==> src/rtl/sd_port_arbiter.sv <==
// Shares one MiSTer SD block port between the SDC hard-disk controller (0) and the floppy
// controller (1): round-robin grant, one sector per grant, ack/transfer timeout.
module sd_port_arbiter #(
    parameter int unsigned TIMEOUT_W = 24
) (
    input  logic        clock,
    input  logic        RESET_N,
    input  logic [1:0]  req_rd,
    input  logic [1:0]  req_wr,
    input  logic [31:0] req_lba0,
    input  logic [31:0] req_lba1,
    input  logic [7:0]  req_buff_din0,
    input  logic [7:0]  req_buff_din1,
    output logic [1:0]  req_ack,
    output logic [1:0]  req_buff_wr,
    output logic [1:0]  req_done,
    output logic [1:0]  req_err,
    output logic [1:0]  grant,
    output logic        busy,
    output logic [31:0] sd_lba,
    output logic        sd_rd,
    output logic        sd_wr,
    input  logic        sd_ack,
    input  logic        sd_buff_wr,
    output logic [7:0]  sd_buff_din
);

    typedef enum logic [2:0] {
        StIdle,
        StIssue,
        StWaitAck,
        StXfer,
        StDone,
        StErr,
        StRelease
    } state_e;

    state_e                 state_q, state_d;
    logic [1:0]             grant_q, grant_d;
    logic                   last_grant_q, last_grant_d;
    logic                   op_wr_q, op_wr_d;
    logic [31:0]            sd_lba_q, sd_lba_d;
    logic                   sd_rd_q, sd_rd_d;
    logic                   sd_wr_q, sd_wr_d;
    logic [1:0]             req_done_q, req_done_d;
    logic [1:0]             req_err_q, req_err_d;
    logic                   busy_q, busy_d;
    logic                   ack_prev_q;
    logic [TIMEOUT_W-1:0]   timer_q, timer_d;

    logic [1:0]             pending;
    logic                   owner;
    logic                   sel;
    logic [TIMEOUT_W-1:0]   timer_inc;

    assign pending   = req_rd | req_wr;
    assign owner     = grant_q[1];
    assign timer_inc = (&timer_q) ? timer_q : timer_q + TIMEOUT_W'(1);

    always_comb begin
        state_d      = state_q;
        grant_d      = grant_q;
        last_grant_d = last_grant_q;
        op_wr_d      = op_wr_q;
        sd_lba_d     = sd_lba_q;
        sd_rd_d      = sd_rd_q;
        sd_wr_d      = sd_wr_q;
        req_done_d   = 2'b00;
        req_err_d    = 2'b00;
        timer_d      = timer_q;
        sel          = 1'b0;

        unique case (state_q)
            StIdle: begin
                if (pending != 2'b00) begin
                    sel      = (pending == 2'b11) ? ~last_grant_q : pending[1];
                    grant_d  = sel ? 2'b10 : 2'b01;
                    // rd wins when both are asserted
                    op_wr_d  = ~req_rd[sel] & req_wr[sel];
                    sd_lba_d = sel ? req_lba1 : req_lba0;
                    state_d  = StIssue;
                end
            end
            StIssue: begin
                sd_rd_d = ~op_wr_q;
                sd_wr_d = op_wr_q;
                timer_d = '0;
                state_d = StWaitAck;
            end
            StWaitAck: begin
                if (sd_ack) begin
                    sd_rd_d = 1'b0;
                    sd_wr_d = 1'b0;
                    timer_d = '0;
                    state_d = StXfer;
                end else begin
                    timer_d = timer_inc;
                    if (&timer_inc) begin
                        sd_rd_d = 1'b0;
                        sd_wr_d = 1'b0;
                        state_d = StErr;
                    end
                end
            end
            StXfer: begin
                if (ack_prev_q && !sd_ack) begin
                    state_d = StDone;
                end else begin
                    timer_d = timer_inc;
                    if (&timer_inc) state_d = StErr;
                end
            end
            StDone: begin
                req_done_d   = grant_q;
                last_grant_d = owner;
                state_d      = StRelease;
            end
            StErr: begin
                sd_rd_d      = 1'b0;
                sd_wr_d      = 1'b0;
                req_err_d    = grant_q;
                last_grant_d = owner;
                state_d      = StRelease;
            end
            StRelease: begin
                // wait for the owner to let go so a held request is not re-issued
                if (!req_rd[owner] && !req_wr[owner]) begin
                    grant_d = 2'b00;
                    state_d = StIdle;
                end
            end
            default: state_d = StIdle;
        endcase

        busy_d = (state_d != StIdle);
    end

    always_ff @(negedge clock or negedge RESET_N) begin
        if (!RESET_N) begin
            state_q      <= StIdle;
            grant_q      <= 2'b00;
            last_grant_q <= 1'b1;
            op_wr_q      <= 1'b0;
            sd_lba_q     <= '0;
            sd_rd_q      <= 1'b0;
            sd_wr_q      <= 1'b0;
            req_done_q   <= 2'b00;
            req_err_q    <= 2'b00;
            busy_q       <= 1'b0;
            ack_prev_q   <= 1'b0;
            timer_q      <= '0;
        end else begin
            state_q      <= state_d;
            grant_q      <= grant_d;
            last_grant_q <= last_grant_d;
            op_wr_q      <= op_wr_d;
            sd_lba_q     <= sd_lba_d;
            sd_rd_q      <= sd_rd_d;
            sd_wr_q      <= sd_wr_d;
            req_done_q   <= req_done_d;
            req_err_q    <= req_err_d;
            busy_q       <= busy_d;
            ack_prev_q   <= sd_ack;
            timer_q      <= timer_d;
        end
    end

    assign grant       = grant_q;
    assign busy        = busy_q;
    assign sd_lba      = sd_lba_q;
    assign sd_rd       = sd_rd_q;
    assign sd_wr       = sd_wr_q;
    assign req_done    = req_done_q;
    assign req_err     = req_err_q;
    assign req_ack     = {2{sd_ack}} & grant_q;
    assign req_buff_wr = {2{sd_buff_wr & sd_ack}} & grant_q;
    assign sd_buff_din = grant_q[1] ? req_buff_din1 : req_buff_din0;

endmodule
==> config.mk <==
export PLATFORM = sky130hd
export DESIGN_NAME = sd_port_arbiter
export DESIGN_NICKNAME = d
export VERILOG_FILES = /design/src/rtl/sd_port_arbiter.sv
export SDC_FILE = /design/constraint.sdc
export NUM_CORES = 1
export LEC_CHECK = 0
export ABC_AREA = 0
export CAP_MARGIN = 25
export CELL_PAD_IN_SITES_DETAIL_PLACEMENT = 1
export CELL_PAD_IN_SITES_GLOBAL_PLACEMENT = 1
export CORE_MARGIN = 2
export CORE_UTILIZATION = 36
export CTS_CLUSTER_DIAMETER = 60
export DETAILED_ROUTE_END_ITERATION = 8
export GPL_TIMING_DRIVEN = 0
export MAX_ROUTING_LAYER = met4
export PLACE_DENSITY = 0.86
export SLEW_MARGIN = 30
export SYNTH_ARGS = -nofsm -noshare
export SYNTH_HDL_FRONTEND = slang
export SYNTH_SLANG_ARGS = --single-unit
==> constraint.sdc <==
create_clock -name clock -period 5.7 [get_ports clock]
set_input_delay 0.855 -clock clock [delete_from_list [all_inputs] [get_ports clock]]
set_output_delay 0.855 -clock clock [all_outputs]
set_load 0.005 [all_outputs]
# == Word level (Yosys, flattened, before mapping) ==
# Index checks and enable logic that the tools add are counted.
# word_totals
word_cells,83
regBits,71
out_inout_bits,53
# classes
bitwise,8
reduce_logical,18
n_eq_ne,11
mux,31
add_sub_neg,1
order_cmp,2
# ops
op,count
24-bit two-way mux,3
24-bit one-hot mux with 3 select lines,1
24-bit AND reduction,2
32-bit two-way mux,1
24-bit by 1-bit adder with 24-bit output (second input constant),1
3-bit one-hot mux with 6 select lines,1
3-bit two-way mux,5
1-bit two-way mux,11
2-bit two-way mux,5
3-bit equality test (second input constant),3
3-bit nonzero test,3
8-bit two-way mux,1
3-bit by 2-bit equality test with 1-bit output (second input constant),2
2-bit != test (second input constant),3
1-bit one-hot mux with 3 select lines,2
2-bit AND reduction,3
2-bit AND,2
1-bit by 2-bit less-than comparator with 1-bit output (second input constant),2
2-bit one-hot mux with 2 select lines,1
2-bit nonzero test,2
3-bit by 1-bit equality test with 1-bit output (second input constant),1
1-bit logical NOT,3
3-bit logical NOT,1
3-bit != test (second input constant),1
7 further kinds,11

# == Depth between registers and ports, before layout ==
# Gate-level depths: netlist (run 1).
# logic_depth
word_depth,7
ltp_mapped,10
depth_no_buf,9

==> results of run 1 <==
tightest hold or removal path: cells and delay by family (launching register included):
kind | cells | cell delay [ns]
flops | 1 | 0.40
compound gates | 1 | 0.10
simple gates | 1 | 0.05
timing repair:
item | CTS | global route
gates cloned | 0 | 0
resized for setup | 10 | 6
endpoints found under the setup margin | 51 | 24
buffers inserted | 1 | 0
power by group through the flow:
stage | combinational (W) | clock [W] | sequential, W
final | 0.00124 | 0.000477 | 0.000774
after global routing | 0.00136 | 0.000505 | 0.000793
after CTS | 0.00124 | 0.000485 | 0.000776
after detailed placement | 0.00121 | 0.00000220 | 0.000781
after global placement | 0.00114 | 0.00000220 | 0.000766
after floorplan | 0.000579 | 0.00000220 | 0.000771
metal layers:
metal  GRT usage [%]  share of wire, %  vias up
li1                -                 -     1850
met1            29.5                40     1938
met2            46.8                51      141
met3            5.63               6.0       31
met4            8.88               2.5        0
met5               -                 0        -
registers in the layout, summed over array words and instances (netlist names):
signal and cells:
req_done 2, sd_rd 1, sd_lba 32, req_err 2, op_wr_q 1, grant 2, last_grant_q 1, ack_prev_q 1
busy 1, timer_q 24, sd_wr 1, state_q 3
final cells by class:
type,instances,area [µm²]
timing repair buffer,142,1430
clock inverter,8,109
inverter,6,22.5
sequential,71,1780
buffer,25,110
fill,1190,4680
multi-input combinational,323,2000
tap,136,170
clock buffer,9,124
cell families (layout without fill, tap and decap cells):
family                   after synthesis  in the layout
AO/OA/AOI/OAI                        124            124
XOR/XNOR                               5              5
adder cells (fa/ha/maj)                1              1
buffers and inverters                 33            190
flip-flops                            71             71
multiplexers                          43             43
AND/OR/NAND/NOR                      150            150
layout by cell type (no fill, tap or decap), types with 2 or more instances in the layout:
master	count
o41ai_1	2
and4_1	7
bufinv_16	2
o21ai_0	37
buf_2	6
nor4_1	2
or4_1	2
dfrtn_1	70
nor2_1	54
nand2_1	32
clkbuf_1	13
o22ai_1	2
and2_1	9
a31oi_1	8
mux2i_1	35
nor3_1	2
clkdlybuf4s50_1	138
a22o_1	2
xor2_1	3
a31o_2	2
o21ai_1	2
clkbuf_2	4
nand4_1	7
and3_1	11
inv_1	7
xnor2_1	2
buf_4	2
a21oi_1	47
clkbuf_8	9
mux2_2	8
o31ai_1	9
clkinv_4	2
nand3_1	12
nor2b_1	4
cells in the mapped netlist, types with 3 or more instances:
cell,count
nand2_1,32
nand4_1,7
inv_1,7
buf_1,5
nand3_1,12
o31ai_1,9
and4_1,7
clkbuf_1,19
and3_1,11
nor2b_1,4
xor2_1,3
mux2i_1,35
mux2_2,8
a21oi_1,47
nor2_1,55
dfrtn_1,70
o21ai_0,37
and2_1,9
a31oi_1,8
final timing paths:
| kind | slack, ns | to | startpoint | cells after the start |
|---|---|---|---|---|
| worst max-delay path | 0.13 | sd_lba[4] | req_rd[0] | 7 |
| max in group asynchronous | 1.90 | sd_lba[14] | RESET_N | 2 |
| min in group asynchronous | 3.18 | req_err[0] | RESET_N | 1 |
| worst min-delay path | 0.48 | sd_lba[15] | sd_lba[15] | 2 |
| worst min register to register | 0.48 | sd_lba[15] | sd_lba[15] | 2 |
| worst max register to register | 2.37 | state_q[0] | timer_q[0] | 9 |
stage by stage:
stage / instance area, µm² / hold WS, ns
after global routing: 5740 / 0.487
after global placement: 5460 / 0.474
after CTS: 5730 / 0.484
after detailed placement: 5480 / 0.484
after floorplan: 3890 / 0.434
final: 5740 / 0.478
==> metrics.md, run 1 <==
| Metric | Value |
|---|---|
| Drt wl/cell | `20.3 µm` |
| Largest family of logic cells by synthesized area | `simple AND/OR/NAND/NOR gates` |
| Final-report setup violation count | `0` |
| Num rows | `37` |
| Status | `complete, no violations` |
| Initial antenna violation count | `0` |
| Worst Tran Pin Value | `0.517 ns` |
| Sw Pwr | `0.000989 W` |
| Pleak | `between 2 and 2.5 nW` |
| First-pass GRT wire length | `23200 µm` |
| NumNets Final | `668` |
| Slew headroom | `65.3%` |
| Worst Slack Setup Final | `0.133 ns` |
| Gate power share | `around half` |
| Initial core utilization | `37.3%` |
| Mean number of vias per cell | `5.50` |
| CTS Root Cell | `clkbuf_8` |
| GRT Overall Usage | `26.4%` |
| Largest area contributor in the synthesized netlist | `dfrtn_1` |
| CP required | `3.04 ns` |
| Post-synth top area share | `45.1%` |
| Hold_buf cts | `0` |
| Register area share after synthesis | `a little under half` |
| Clk pwr share | `19.1%` |
| Post-Route Utilization | `55.1%` |
| Synthesis-stage register bit count | `71` |
| Final clock skew | `0.0568 ns` |
| Clock transition at the registers of the reported paths | `roughly 0.060 ns` |
| Routability cong. | `0.872` |
| Critical Path Slowest Stage Cell | `clkdlybuf4s50_1` |
| Core area | `0.0104 mm²` |
| Power Total | `roughly 0.0025 W` |
| Min-delay worst type | `flop to flop` |
| DRC viols | `0` |
| Final-report hold violation count | `0` |
| Top Ports | `141` |
| Detailed Routing Iterations Pass 1 | `4` |
| Critical path arrival | `2.90 ns` |
| Routed via count | `3960` |
| Iteration-0 DRC count of the detailed router | `roughly 140` |
| Cells after Synth | `427` |
| TNS Setup | `0 ns` |
| Slew Viols, Final | `0` |
| Yosys cell types | `50` |
| Critical path class | `input port to flop` |
| Syn_nets | `516` |
| CTS tree | `done` |
| CP dominant cell by count | `o21ai_0` |
| Post-synth EDFFs | `0` |
| DP HPWL | `about 11000 µm` |
| Startpoint Class | `input port` |
| CTS Buf Count | `9` |
| Clock sink total | `71` |
| Synth Area in Simple Gates | `approximately a fifth` |
| Switching Fraction | `between 30% and 40%` |
| Crit end category | `flop` |
| Max FO, Critical Path | `10` |
| Dominant synthesized flop cell | `dfrtn_1` |
| Sequential share of power | `31.0%` |
| Post-synthesis mux area share | `11.3%` |
| RSZ-0062 raised after global routing | `no` |
| Number of warnings issued by yosys | `0` |
| Ys async rst share | `100%` |
| Largest net degree at the start of global routing | `44` |
| Cells after DPL | `704` |
| Die H | `108 µm` |
| Pre-CTS setup slack | `-0.523 ns` |
| Non-filler cells, final | `720` |
| Internal power | `0.00151 W` |
| Max Buffers Root-to-Sink | `2` |
| Max-Cap Viols | `0` |
| Grt total ovfl | `0` |
| Share of layout cells above drive strength 1 | `8.56%` |
| Final wirelength | `about 15000 µm` |
| Antenna Nets Post-Route | `0` |
| Family with the most delay on the worst path | `buffers and inverters` |
| Port Buffers | `140` |
| Post-synthesis adder-cell area fraction | `0.322%` |
| DIE AREA | `0.0116 mm²` |
| H-Tree Depth | `3` |
| Antenna diodes | `0` |
| CP cell instances | `clkdlybuf4s50_1, o21ai_0, o21ai_0, clkbuf_1, buf_2, mux2i_1, a21oi_1` |
| Mapped Area | `about 0.0039 mm²` |
| Compound-Gate Fraction of Synth Area | `about a fifth` |
| Top cells by area, synth | `dfrtn_1 (45%), mux2i_1 (9.0%), a21oi_1 (6.1%), nor2_1 (5.3%), o21ai_0 (4.8%)` |
| P&R area growth vs syn | `47.6%` |
| CP bufs+invs | `3` |
| PD cells | `about 430 mW/mm²` |
| Number of global-route vias before repair | `4332` |
| Slowest stage delay, CP | `0.55 ns` |
| Die X | `108 µm` |
| Maximum VDD drop | `195 µV` |
| Syn Area/Cell | `roughly 9 µm²` |
| XOR/XNOR Fraction of Synth Area | `1.13%` |
| Worst-skew pair later-pin latency | `between 0.3 and 0.4 ns` |
No activity file was read; power rests on OpenSTA's default activity.
==> run 2: changes to the inputs <==
==> constraint.sdc (replaced) <==
create_clock -name clock -period 6.6 [get_ports clock]
set_input_delay 0.99 -clock clock [delete_from_list [all_inputs] [get_ports clock]]
set_output_delay 0.99 -clock clock [all_outputs]
set_load 0.005 [all_outputs]
==> run 2 against run 1 <==
  * Critical endpoint is now sd_buff_din[5]
  * Critical path type is now flop to output pin
  * Hold slack better by 0.0013 ns
  * First-iteration DRC count down 2.1%
  * Combinational power down 15%
==> metrics.md, run 2 (synthesized netlist as in run 1, its figures left out) <==
| Metric | Value |
|---|---|
| Final wirelength | `14600 µm (about the same)` |
| P&R area growth vs syn | `47.0%` |
| Routed via count | `3968 (+0.20%)` |
| Port Buffers | `140 (unchanged)` |
| Internal power | `0.00129 W (-14%)` |
| Most common cell after layout, fill and taps aside | `clkdlybuf4s50_1` |
| Final Cell Area | `0.00571 mm² (-0.41%)` |
| CTS Root Cell | `clkbuf_8` |
| Max-Cap Viols | `0 (unchanged)` |
| Detailed Routing Iterations Pass 1 | `4 (unchanged)` |
| Gate power share | `49.6% (-0.2 points)` |
| Final hold slack | `0.479 ns (+0.00134 ns)` |
| Critical R2R Launch | `timer_q[0]` |
| Critical path class | `flop to output pin` |
| H-Tree Depth | `3 (unchanged)` |
| Status | `complete, no violations` |
| Drt wl/cell | `20.3 µm (about the same)` |
| Clock sink total | `71 (unchanged)` |
| Top Ports | `141 (unchanged)` |
| PD cells | `375 mW/mm² (-14%)` |
| Switching Fraction | `39.7% (+0.055 points)` |
| Worst setup path end | `sd_buff_din[5]` |
| DRC viols | `0 (unchanged)` |
| Max FO, Critical Path | `10 (unchanged)` |
| Die X | `108 µm (unchanged)` |
| Pleak | `2.34 nW (-1.4%)` |
| Slew Viols, Final | `0 (unchanged)` |
| Area after DPL | `0.00548 mm² (unchanged)` |
| Crit end category | `output pin` |
| Non-filler cells, final | `720 (unchanged)` |
| Iteration-0 DRC count of the detailed router | `141 (-2.1%)` |
| Clock transition at the registers of the reported paths | `0.06 ns (about the same)` |
| Core area | `0.0104 mm² (unchanged)` |
| Commonest cells after routing, fill and taps aside | `clkdlybuf4s50_1 (139), dfrtn_1 (70), nor2_1 (54)` |
| Share of layout cells above drive strength 1 | `7.19% (-1.4 points)` |
| Sequential share of power | `31.2% (+0.2 points)` |
| Slew headroom | `47.0% (-18 points)` |
| Clk pwr share | `19.2% (about the same)` |
| Power Total | `0.00214 W (-14%)` |
| Largest net degree at the start of global routing | `44 (unchanged)` |
| DP HPWL | `11100 µm (unchanged)` |
| Antenna Nets Post-Route | `0 (unchanged)` |
| Worst-skew pair later-pin latency | `0.39 ns (about the same)` |
| Grt total ovfl | `0 (unchanged)` |
| Final-report setup violation count | `0 (unchanged)` |
| Final clock skew | `0.0580 ns (+0.00119 ns)` |
| Critical path arrival | `5.48 ns (+2.58 ns)` |
| Max FFs per register | `32 (unchanged)` |
| Maximum VDD drop | `169 µV (-14%)` |
| RSZ-0062 raised after global routing | `no` |
| Reg2Reg Setup Slack | `3.26 ns (+0.89 ns)` |
| Timing startpoint of the critical path | `grant[1]` |
| Cells after DPL | `704 (unchanged)` |
| CP required | `5.61 ns (+2.57 ns)` |
| Min-delay worst type | `flop to flop` |
| Hold_buf cts | `0 (unchanged)` |
| Mean number of vias per cell | `5.51 (+0.20%)` |
| First-pass GRT wire length | `23100 µm (-0.24%)` |
| DIE AREA | `0.0116 mm² (unchanged)` |
| CTS tree | `done` |
| Antenna diodes | `0 (unchanged)` |
| CTS Buf Count | `9 (unchanged)` |
| Initial core utilization | `37.3% (unchanged)` |
| Startpoint Class | `flop` |
| Worst Tran Pin Value | `0.795 ns (+0.278 ns)` |
| NumNets Final | `668 (unchanged)` |
| Reg2reg path depth | `9 (unchanged)` |
| TNS Setup | `0 ns (unchanged)` |
| Final-report hold violation count | `0 (unchanged)` |
| Max Buffers Root-to-Sink | `2 (unchanged)` |
| Initial antenna violation count | `0 (unchanged)` |
| FF-to-FF End | `state_q[1]` |
| Num rows | `37 (unchanged)` |
| Sw Pwr | `0.000850 W (-14%)` |
| GRT Overall Usage | `26.3% (-0.066 points)` |
| Die H | `108 µm (unchanged)` |
| Number of global-route vias before repair | `4333 (+0.023%)` |
| Routability cong. | `0.872 (unchanged)` |
run 2: cell count changes in the layout (fill, tap and decap cells not counted), moves of 2 or more:
cell / change
clkbuf_1: +4
buf_2: -4
buf_1: +3
clkbuf_2: -2
run 2: per-stage QoR:
step | setup WS, ns | utilization [%]
3_5_place_dp | -0.208 | 52.6
4_1_cts | 0.0722 | 54.8
2_1_floorplan | 0.932 | -
3_3_place_gp | -1.05 | 52.4
5_1_grt | 0.0238 | 54.9
6_report | 0.130 | 54.9
run 2: area by class of cell:
type,count,area (µm²)
multi-input cells,323,1990
fillers,1191,4700
well taps,136,170
repair buffers,141,1420
plain buffers,26,106
clock inverters,8,109
flip-flops and latches,71,1780
clock buffers,9,124
inverters,6,22.5
run 2: worst min path at each step:
stage	end	from	cells past startpoint	slack [ns]
6_report	sd_lba[15]	sd_lba[15]	2	0.48
5_1_grt	sd_lba[29]	sd_lba[29]	2	0.49
4_1_cts	sd_lba[29]	sd_lba[29]	2	0.48
3_5_place_dp	sd_lba[29]	sd_lba[29]	2	0.48
3_3_place_gp	sd_lba[12]	sd_lba[12]	2	0.47
2_1_floorplan	timer_q[17]	timer_q[17]	1	0.43
run 2: power by group through the flow:
stage                     sequential (W)  combinational, W   clock [W]
after floorplan                 0.000665          0.000500  0.00000190
after global placement          0.000662          0.000981  0.00000190
after detailed placement        0.000675           0.00105  0.00000190
after CTS                       0.000670           0.00106    0.000419
after global routing            0.000684           0.00116    0.000436
final                           0.000669           0.00106    0.000412
run 2: critical path: stages, from the launching register on:
cell and delay, ns:
dfrtn_1 0.42, clkbuf_1 0.30, clkbuf_4 0.31, mux2_2 0.36, clkdlybuf4s50_1 0.45
run 2: what timing repair did:
item | in CTS | in global routing
gates resized for setup | 1 | 6
buffers inserted | 0 | 0
setup endpoints to repair | 5 | 14
run 2: routing by layer:
metal | vias up | GRT usage, % | part of all wire (%)
li1 | 1851 | - | -
met1 | 1942 | 29.3 | 40
met2 | 141 | 46.9 | 51
met3 | 34 | 5.63 | 6.0
met4 | 0 | 8.88 | 2.5
met5 | - | - | 0
